===== config.mk =====
export PLATFORM = sky130hd
export DESIGN_NAME = med_ctrl
export DESIGN_NICKNAME = d
export VERILOG_FILES = /design/src/rtl/med_pkg.sv /design/src/rtl/MED.sv /design/src/rtl/med_ctrl.sv
export SDC_FILE = /design/constraint.sdc
export NUM_CORES = 1
export LEC_CHECK = 0
export ABC_AREA = 1
export BUFFER_PORTS_ARGS = -buffer_cell sky130_fd_sc_hd__buf_2
export CAP_MARGIN = 20
export CORE_ASPECT_RATIO = 1.75
export CORE_MARGIN = 3
export CORE_UTILIZATION = 35
export CTS_BUF_LIST = sky130_fd_sc_hd__clkbuf_4 sky130_fd_sc_hd__clkbuf_8
export DETAILED_ROUTE_END_ITERATION = 12
export HOLD_SLACK_MARGIN = 0.1
export PLACE_DENSITY_LB_ADDON = 0.05
export SYNTH_ARGS = -nofsm -noshare
export SYNTH_HDL_FRONTEND = slang
export SYNTH_SLANG_ARGS = --single-unit

===== constraint.sdc =====
create_clock -name clk -period 3.4 [get_ports clk]
set_input_delay 0.68 -clock clk [delete_from_list [all_inputs] [get_ports clk]]
set_output_delay 0.68 -clock clk [all_outputs]
set_load 0.05 [all_outputs]

===== src/rtl/med_pkg.sv =====
// Shared types and schedule constants for the median filter sequencing controller.
package med_pkg;

  typedef enum logic [1:0] {IDLE, LOAD, SORT, CAPT} med_state_t;

  localparam int N_PIX      = 9;
  localparam int N_PASS     = 5;
  localparam int LAST_STEPS = 4;
  localparam int MED_LAT    = 49;

endpackage


===== src/rtl/MED.sv =====
// Rotating compare-exchange datapath: a ring of SIZE taps with the running maximum
// carried in tap 0, so each pass of bypass/compare steps bubbles one maximum to the top.
module MED #(
  parameter int SIZE  = 9,
  parameter int WIDTH = 8
) (
  input  logic             clk,
  input  logic [WIDTH-1:0] DI,
  input  logic             DSI,
  input  logic             BYP,
  output logic [WIDTH-1:0] DO
);

  logic [WIDTH-1:0] r_tap [SIZE];
  logic [WIDTH-1:0] w_hi;
  logic [WIDTH-1:0] w_lo;

  assign w_hi = (r_tap[0] > r_tap[1]) ? r_tap[0] : r_tap[1];
  assign w_lo = (r_tap[0] > r_tap[1]) ? r_tap[1] : r_tap[0];
  assign DO   = r_tap[0];

  // No reset: every window fully reloads the ring before it is sorted.
  always_ff @(posedge clk) begin
    for (int i = 0; i < SIZE - 1; i++) begin
      r_tap[i] <= r_tap[i+1];
    end
    if (DSI) begin
      r_tap[SIZE-1] <= DI;
    end else if (BYP) begin
      r_tap[SIZE-1] <= r_tap[0];
    end else begin
      r_tap[0]      <= w_hi;
      r_tap[SIZE-1] <= w_lo;
    end
  end

endmodule


===== src/rtl/med_ctrl.sv =====
// Load-and-sort sequencer for the 9-tap median datapath; registers the median
// with a one-cycle DSO strobe 49 edges after the first pixel.
module med_ctrl #(
  parameter int WIDTH = 8
) (
  input  logic             clk,
  input  logic             rst,
  input  logic [WIDTH-1:0] DI,
  input  logic             DSI,
  output logic [WIDTH-1:0] DO,
  output logic             DSO,
  output logic             BSY
);

  import med_pkg::*;

  localparam logic [3:0] LAST_CNT  = 4'(N_PIX - 1);
  localparam logic [2:0] LAST_PASS = 3'(N_PASS - 1);
  localparam logic [3:0] LAST_STEP = 4'(LAST_STEPS - 1);

  med_state_t       r_state;
  logic [3:0]       r_cnt;
  logic [2:0]       r_p;
  logic [3:0]       r_s;
  logic [WIDTH-1:0] r_do;
  logic             r_dso;

  logic             w_med_dsi;
  logic             w_med_byp;
  logic [WIDTH-1:0] w_med_do;
  logic [3:0]       w_byp_lim;

  assign w_byp_lim = LAST_CNT - {1'b0, r_p};

  // Pass p compares only the 8-p unsorted taps, then rotates the ring back into alignment.
  always_comb begin
    w_med_dsi = 1'b0;
    w_med_byp = 1'b1;
    case (r_state)
      IDLE, LOAD: w_med_dsi = DSI;
      SORT:       w_med_byp = (r_p == LAST_PASS) ? 1'b0 : !(r_s < w_byp_lim);
      default:    ;
    endcase
  end

  MED #(.SIZE(N_PIX), .WIDTH(WIDTH)) u_med (
    .clk (clk),
    .DI  (DI),
    .DSI (w_med_dsi),
    .BYP (w_med_byp),
    .DO  (w_med_do)
  );

  always_ff @(posedge clk or posedge rst) begin
    if (rst) begin
      r_state <= IDLE;
      r_cnt   <= '0;
      r_p     <= '0;
      r_s     <= '0;
      r_do    <= '0;
      r_dso   <= 1'b0;
    end else begin
      r_dso <= 1'b0;
      case (r_state)
        IDLE: begin
          if (DSI) begin
            r_cnt   <= 4'd1;
            r_state <= LOAD;
          end
        end
        LOAD: begin
          if (DSI) begin
            r_cnt <= r_cnt + 4'd1;
            if (r_cnt == LAST_CNT) begin
              r_p     <= '0;
              r_s     <= '0;
              r_state <= SORT;
            end
          end else begin
            r_cnt   <= '0;
            r_state <= IDLE;
          end
        end
        SORT: begin
          if (r_p == LAST_PASS) begin
            if (r_s == LAST_STEP) begin
              r_state <= CAPT;
            end else begin
              r_s <= r_s + 4'd1;
            end
          end else if (r_s == LAST_CNT) begin
            r_s <= '0;
            r_p <= r_p + 3'd1;
          end else begin
            r_s <= r_s + 4'd1;
          end
        end
        CAPT: begin
          r_do    <= w_med_do;
          r_dso   <= 1'b1;
          r_cnt   <= '0;
          r_p     <= '0;
          r_s     <= '0;
          r_state <= IDLE;
        end
        default: r_state <= IDLE;
      endcase
    end
  end

  assign DO  = r_do;
  assign DSO = r_dso;
  assign BSY = (r_state != IDLE);

endmodule


==> metrics.yaml, run 1 <==
htreeDepth: 3
final.period_utilization: 0.661
netlist_area_um2: 3250
status: "finished clean"
layout_min_cycle_time_ns: 2.25
syn_inst: 287
worstMarginPinSlew_ns: 0.895
rsz0062_at_grt: "false"
area_growth_syn_to_layout_pct: 14.2
io_pins: 21
multiInputGateArea_um2: 960
report.final.slew_viol_count: 0
yosysTopAreaCell: "dfxtp_1"
max-vdd-ir-drop_mv: 0.230
antenna_found_initial: 0
clk_pin_slew_ns: 0.10
grt_usage: 0.125
grt_overflow: 0
slew-limit-headroom: 0.402
start_util: 0.367
hold_buffers: 0
num_rows: 45
path_cells: "inv_1 > ha_1 > ha_1 > ha_1 > nand2_1 > inv_1 > nand2_1 > nand2_1 > nand2_4 > nand3_4 > nand2_1 > nand3_1 > nand2_1"
leakage_nw: 1.75
fin_nets: 353
place_hpwl_um: 4100
avgSynthCellArea_um2: 11.3
insertion_delay_ns: 0.36
cp-start-kind: "flip-flop"
synth-async-reset-ratio: 0.234
maxCapViolCount: 0
drive_above_1_share: 0.158
synth_cell_type_count: 33
design.core.area_um2: 8840
dieArea_um2: 10500
pre_cts_slack_ns: 1.18
numCtsBuffers: 9
yosysSeqAreaShare: 0.663
worst_path_most_repeated_cell: "nand2_1"
grt_pass1_vias: 2022
ys_warn_count: 0
regArea_um2: 2150
synth_area_leaders: "dfxtp_1 (35%), dfrtp_1 (17%), edfxtp_1 (15%), ha_1 (6.9%), nand2_1 (6.5%)"
p_per_area_nw_per_um2: 570
synthAdderAreaFrac: 0.0694
end_kind: "flip-flop"
crit_type: "reg -> reg"
drt-total-wl_um: 5670
cts_tree: "yes"
die_h_um: 133
synthFlopType: "dfxtp_1"
synth_seq_cells: 94
holdCritPathClass: "reg -> reg"
cp_slowest_cell: "dfrtp_1"
synth.top_cell.area_share: 0.345
cp_data_arrival_time_ns: 2.36
synth_compound_area_frac: 0.0536
hold_viol_final: 0
die_w_um: 78.8
max_freq_mhz: 445
setup-violations-final: 0
synth_mux_area_frac: 0
cts_buffer_depth: 2
synth-edff-count: 16
grt_pass1_wl_um: 9880
synth_common_cells: "dfxtp_1 (56), nand2_1 (56), inv_1 (35), dfrtp_1 (22), ha_1 (18)"
ant_nets: 0
portBuffers: 20
gp_congestion: 0.754
cp.required_ns: 3.51
post_cts_buffers: 0
grt_max_degree: 23
ctsResizeCount: 0
cts_root_buf: "clkbuf_8"
drc: 0
cp_max_fo: 16
vias_per_cell: 4.37
n_fill_cell: 893
fin_setup_tns_ns: 0
diodes: 0
critical_path.max_stage_delay_ns: 0.38
vias: 1947
synth_top_family_by_area: "simple AND/OR/NAND/NOR gates"
synthXorXnorAreaFrac: 0.00270
wl_per_cell_um: 12.7
first_pass_iters: 4
dr.first_iter.drc_count: 66
cts_sinks: 94
clock_skew_ns: 0.0166
fin_ws_ns: 1.15
yosys.area_share.simple: 0.161
-- sequential cells by signal (all words and copies together) (netlist names), named ones only --
| signal | count |
|---|---|
| r_state | 1 |
| DO | 8 |
| r_cnt | 4 |
| u_med.r_tap | 72 |
| r_s | 4 |
| DSO | 1 |
| r_p | 3 |
-- worst max-delay path, delay by kind of cell (launching register included) --
kind / cells / cell delay (ns)
buffers and inverters: 2 / 0.13
and+or+nand+nor: 8 / 0.74
DFF: 1 / 0.38
adders and majority gates: 3 / 0.75
-- final timing paths --
kind                                   startpoint  cells past startpoint                 to  slack [ns]
max in group asynchronous                     rst                      2              DO[5]        2.35
worst max register to register             r_p[0]                     13  u_med.r_tap[8][3]        1.15
worst min-delay path            u_med.r_tap[4][2]                      0  u_med.r_tap[3][2]        0.32
min in group asynchronous                     rst                      2              DO[3]        0.50
worst min register to register  u_med.r_tap[4][2]                      0  u_med.r_tap[3][2]        0.32
worst max-delay path                       r_p[0]                     13  u_med.r_tap[8][3]        1.15
-- where the power goes --
group          switching (W)  total [W]  internal [W]  leakage, nW
logic               0.000123   0.000172     0.0000483        0.755
clock network       0.000378   0.000695      0.000317       0.0964
registers          0.0000296    0.00125       0.00122        0.900
total               0.000531    0.00211       0.00158         1.75
-- through the flow --
stage	hold WS, ns	total power, W	cells	instance area (µm²)	util
floorplan	0.310	0.00139	294	3270	-
global placement	0.311	0.00144	430	3520	0.398
detailed placement	0.312	0.00145	430	3520	0.398
CTS	0.324	0.00215	446	3710	0.419
global route	0.323	0.00222	446	3710	0.419
finish	0.320	0.00211	446	3710	0.419
-- cell type report --
type,instances,area share
sequential,94,0.580
timing repair buffer,21,0.0290
clock inverter,4,0.00810
clock buffer,12,0.0429
multi-input combinational,158,0.259
tap,117,0.0395
inverter,40,0.0412
-- cells by family (layout without fill, tap and decap cells) --
logic type,after synthesis,in the layout
AOI/OAI and AO/OA,30,30
xor gates and xnor gates,1,1
adders and majority gates,18,18
buffers and inverters,42,77
DFF,94,94
other,1,8
and+or+nand+nor,101,101
-- per-layer routing --
metal | vias to the layer above | GRT usage | wire length (µm)
met2 | 32 | 0.205 | 2870
met5 | - | 0 | 0
met3 | 9 | 0.0433 | 213
met4 | 0 | 0.0584 | 135
met1 | 898 | 0.144 | 2460
li1 | 1008 | - | -
-- layout by cell type, fill, tap and decap left out, types with 2 or more instances in the layout --
master and instances:
nand2_4 4, conb_1 8, dfrtp_1 22, nor2_1 6, inv_2 3, nand3_1 17, o31ai_1 2, dfxtp_1 56
a21oi_1 4, nand2_1 56, buf_2 20, inv_1 35, nand4_1 11, edfxtp_1 16, o21ai_0 17, ha_1 18
clkbuf_8 11
No activity file was read; power rests on OpenSTA's default activity.
==> run 2: changes to the inputs <==
clock period = 2.3 ns   (was 3.4 ns; I/O delays follow)
==> run 2 against run 1 <==
  * Final area increased by 1.9%
  * Clock skew decreased by 0.0052 ns
  * Sequential cell count unchanged
  * Via count increased by 2.9%
  * Critical path depth unchanged
  * First-iteration DRC count decreased by 3.0%
  * Combinational power increased by 51%
  * Global-route usage decreased by 0.27 points
  * Register-to-register slack got worse by 1.0 ns
  * Highest routed layer unchanged
==> metrics.yaml, run 2 (synthesis gave the netlist of run 1 again) <==
status: "finished clean"  # unchanged
ant_nets: 0  # unchanged
place_hpwl_um: 4150  # was 4100 µm
worstMarginPinSlew_ns: 0.501  # was 0.895 ns
p_per_area_nw_per_um2: 822  # was 570 nW/µm²
grt_max_degree: 23  # unchanged
holdCritPathClass: "in -> async"  # was reg -> reg
grt_usage: 0.122  # was 0.125
cp_data_arrival_time_ns: 2.28  # was 2.36 ns
vias_per_cell: 4.40  # was 4.37
max-vdd-ir-drop_mv: 0.470  # was 0.230 mV
fin_ws_ns: 0.139  # was 1.15 ns
dr_wl_met3_um: 185  # was 213 µm
cp_slowest_cell: "dfrtp_1"  # unchanged
largest_reg_flops: 72  # unchanged
dieArea_um2: 10500  # unchanged
layout_min_cycle_time_ns: 2.16  # was 2.25 ns
fin_area_um2: 3780  # was 3710 µm²
grt_overflow: 0  # unchanged
mostFrequentLayoutCell: "dfxtp_1"
first_pass_iters: 4  # unchanged
cts_sinks: 94  # unchanged
max_freq_mhz: 463  # was 445 MHz
cp_max_fo: 8  # was 16
end_kind: "flip-flop"  # unchanged
wl_met2_um: 3060  # was 2870 µm
drt-total-wl_um: 5910  # was 5670 µm
crit_type: "reg -> reg"  # unchanged
insertion_delay_ns: 0.36  # about the same
cp.required_ns: 2.42  # was 3.51 ns
numCtsBuffers: 9  # unchanged
dr.first_iter.drc_count: 64  # was 66
path_cells: "inv_2 > ha_1 > ha_1 > ha_1 > nand2_1 > inv_1 > nand2_1 > nand2_2 > nand2_4 > nand3_4 > nand2_1 > nand3_1 > nand2_1"  # was inv_1 > ha_1 > ha_1 > ha_1 > nand2_1 > inv_1 > nand2_1 > nand2_1 > nand2_4 > nand3_4 > nand2_1 > nand3_1 > nand2_1
pre_cts_slack_ns: 0.0797  # was 1.18 ns
vias: 2004  # was 1947
cts_buffer_depth: 2  # unchanged
maxCapViolCount: 0  # unchanged
slew-limit-headroom: 0.665  # was 0.402
antenna_found_initial: 0  # unchanged
design.core.area_um2: 8840  # unchanged
setup-violations-final: 0  # unchanged
fin_nets: 362  # was 353
worst_path_most_repeated_cell: "nand2_1"  # unchanged
grt_pass1_wl_um: 9600  # was 9880 µm
drive_above_1_share: 0.186  # was 0.158
leakage_nw: 1.79  # was 1.75 nW
area_growth_syn_to_layout_pct: 16.3  # was 14.2%
total_power_w: 0.00310  # was 0.00211 W
num_rows: 45  # unchanged
wl_per_cell_um: 13.0  # was 12.7 µm
critical_path.max_stage_delay_ns: 0.39  # was 0.38 ns
cts_root_buf: "clkbuf_8"  # unchanged
final_cell_mix: "dfxtp_1 (56), nand2_1 (55), inv_1 (34)"  # was nand2_1 (56), dfxtp_1 (56), inv_1 (35)
die_h_um: 133  # unchanged
report.final.slew_viol_count: 0  # unchanged
portBuffers: 20  # unchanged
place_area_um2: 3530  # was 3520 µm²
clock_skew_ns: 0.0114  # was 0.0166 ns
final.period_utilization: 0.940  # was 0.661
grt_pass1_vias: 1923  # was 2022
gp_congestion: 0.753  # was 0.754
largest-register: "u_med.r_tap"  # unchanged
io_pins: 21  # unchanged
die_w_um: 78.8  # unchanged
cp-start-kind: "flip-flop"  # unchanged
htreeDepth: 3  # unchanged
m1WireLength_um: 2550  # was 2460 µm
drc: 0  # unchanged
routed.top_layer: "met4"  # unchanged
hold_viol_final: 0  # unchanged
start_util: 0.367  # unchanged
cts_tree: "yes"  # unchanged
diodes: 0  # unchanged
clk_pin_slew_ns: 0.09  # was 0.10 ns
## run 2: changes by cell type in the layout (fill, tap and decap cells not counted), sizes merged
cell      previous run  this run
clkbuf              12        11
nand2               60        61
clkinv               3         4
buf                 21        28
clkinvlp             1         0
nand3               18        19
inv                 40        41
## run 2: timing repair
item,4_1_cts,5_1_grt
hold buffers,0,0
resized for setup,0,3
endpoints found under the setup margin,0,8
setup buffers,0,5
## run 2: area by class of cell
type	instances	area, µm²
clock buffers	11	145
clock inverters	5	33.8
fillers	859	5060
inverters	40	153
multi-input cells	160	986
flip-flops and latches	94	2150
well taps	117	146
repair buffers	28	160
## run 2: path summary, 6_finish.rpt
path | from | endpoint | slack (ns) | depth (start not counted)
max | r_p[0] | u_med.r_tap[8][3] | 0.14 | 13
min | rst | DO[6] | 0.12 | 3
max reg2reg | r_p[0] | u_med.r_tap[8][3] | 0.14 | 13
min reg2reg | u_med.r_tap[4][2] | u_med.r_tap[3][2] | 0.33 | 0
max in group asynchronous | rst | DO[7] | 1.95 | 3
min in group clk | u_med.r_tap[4][2] | u_med.r_tap[3][2] | 0.33 | 0
## run 2: per-layer routing
metal	vias to the layer above	track usage
li1	1029	-
met1	946	0.143
met2	20	0.199
met3	9	0.0365
met4	0	0.0642
met5	-	0
## run 2: worst max-delay path: cells and delay by family (launching register included)
| family | cells | cell delay [ns] |
|---|---|---|
| and+or+nand+nor | 8 | 0.68 |
| DFF | 1 | 0.39 |
| buffers and inverters | 2 | 0.10 |
| adders and majority gates | 3 | 0.73 |
## run 2: report_power, final
| part | switching (W) | internal (W) |
|---|---|---|
| logic | 0.000186 | 0.0000737 |
| registers | 0.0000446 | 0.00180 |
| clock network | 0.000565 | 0.000438 |
| total | 0.000796 | 0.00231 |
## run 2: per-stage QoR
stage / utilization / hold slack [ns] / TNS, ns / instances
floorplan: - / 0.310 / 0 / 294
global placement: 0.400 / 0.310 / 0 / 432
detailed placement: 0.400 / 0.312 / 0 / 432
CTS: 0.420 / 0.122 / 0 / 448
global route: 0.427 / 0.145 / -0.0144 / 455
finish: 0.427 / 0.118 / 0 / 455
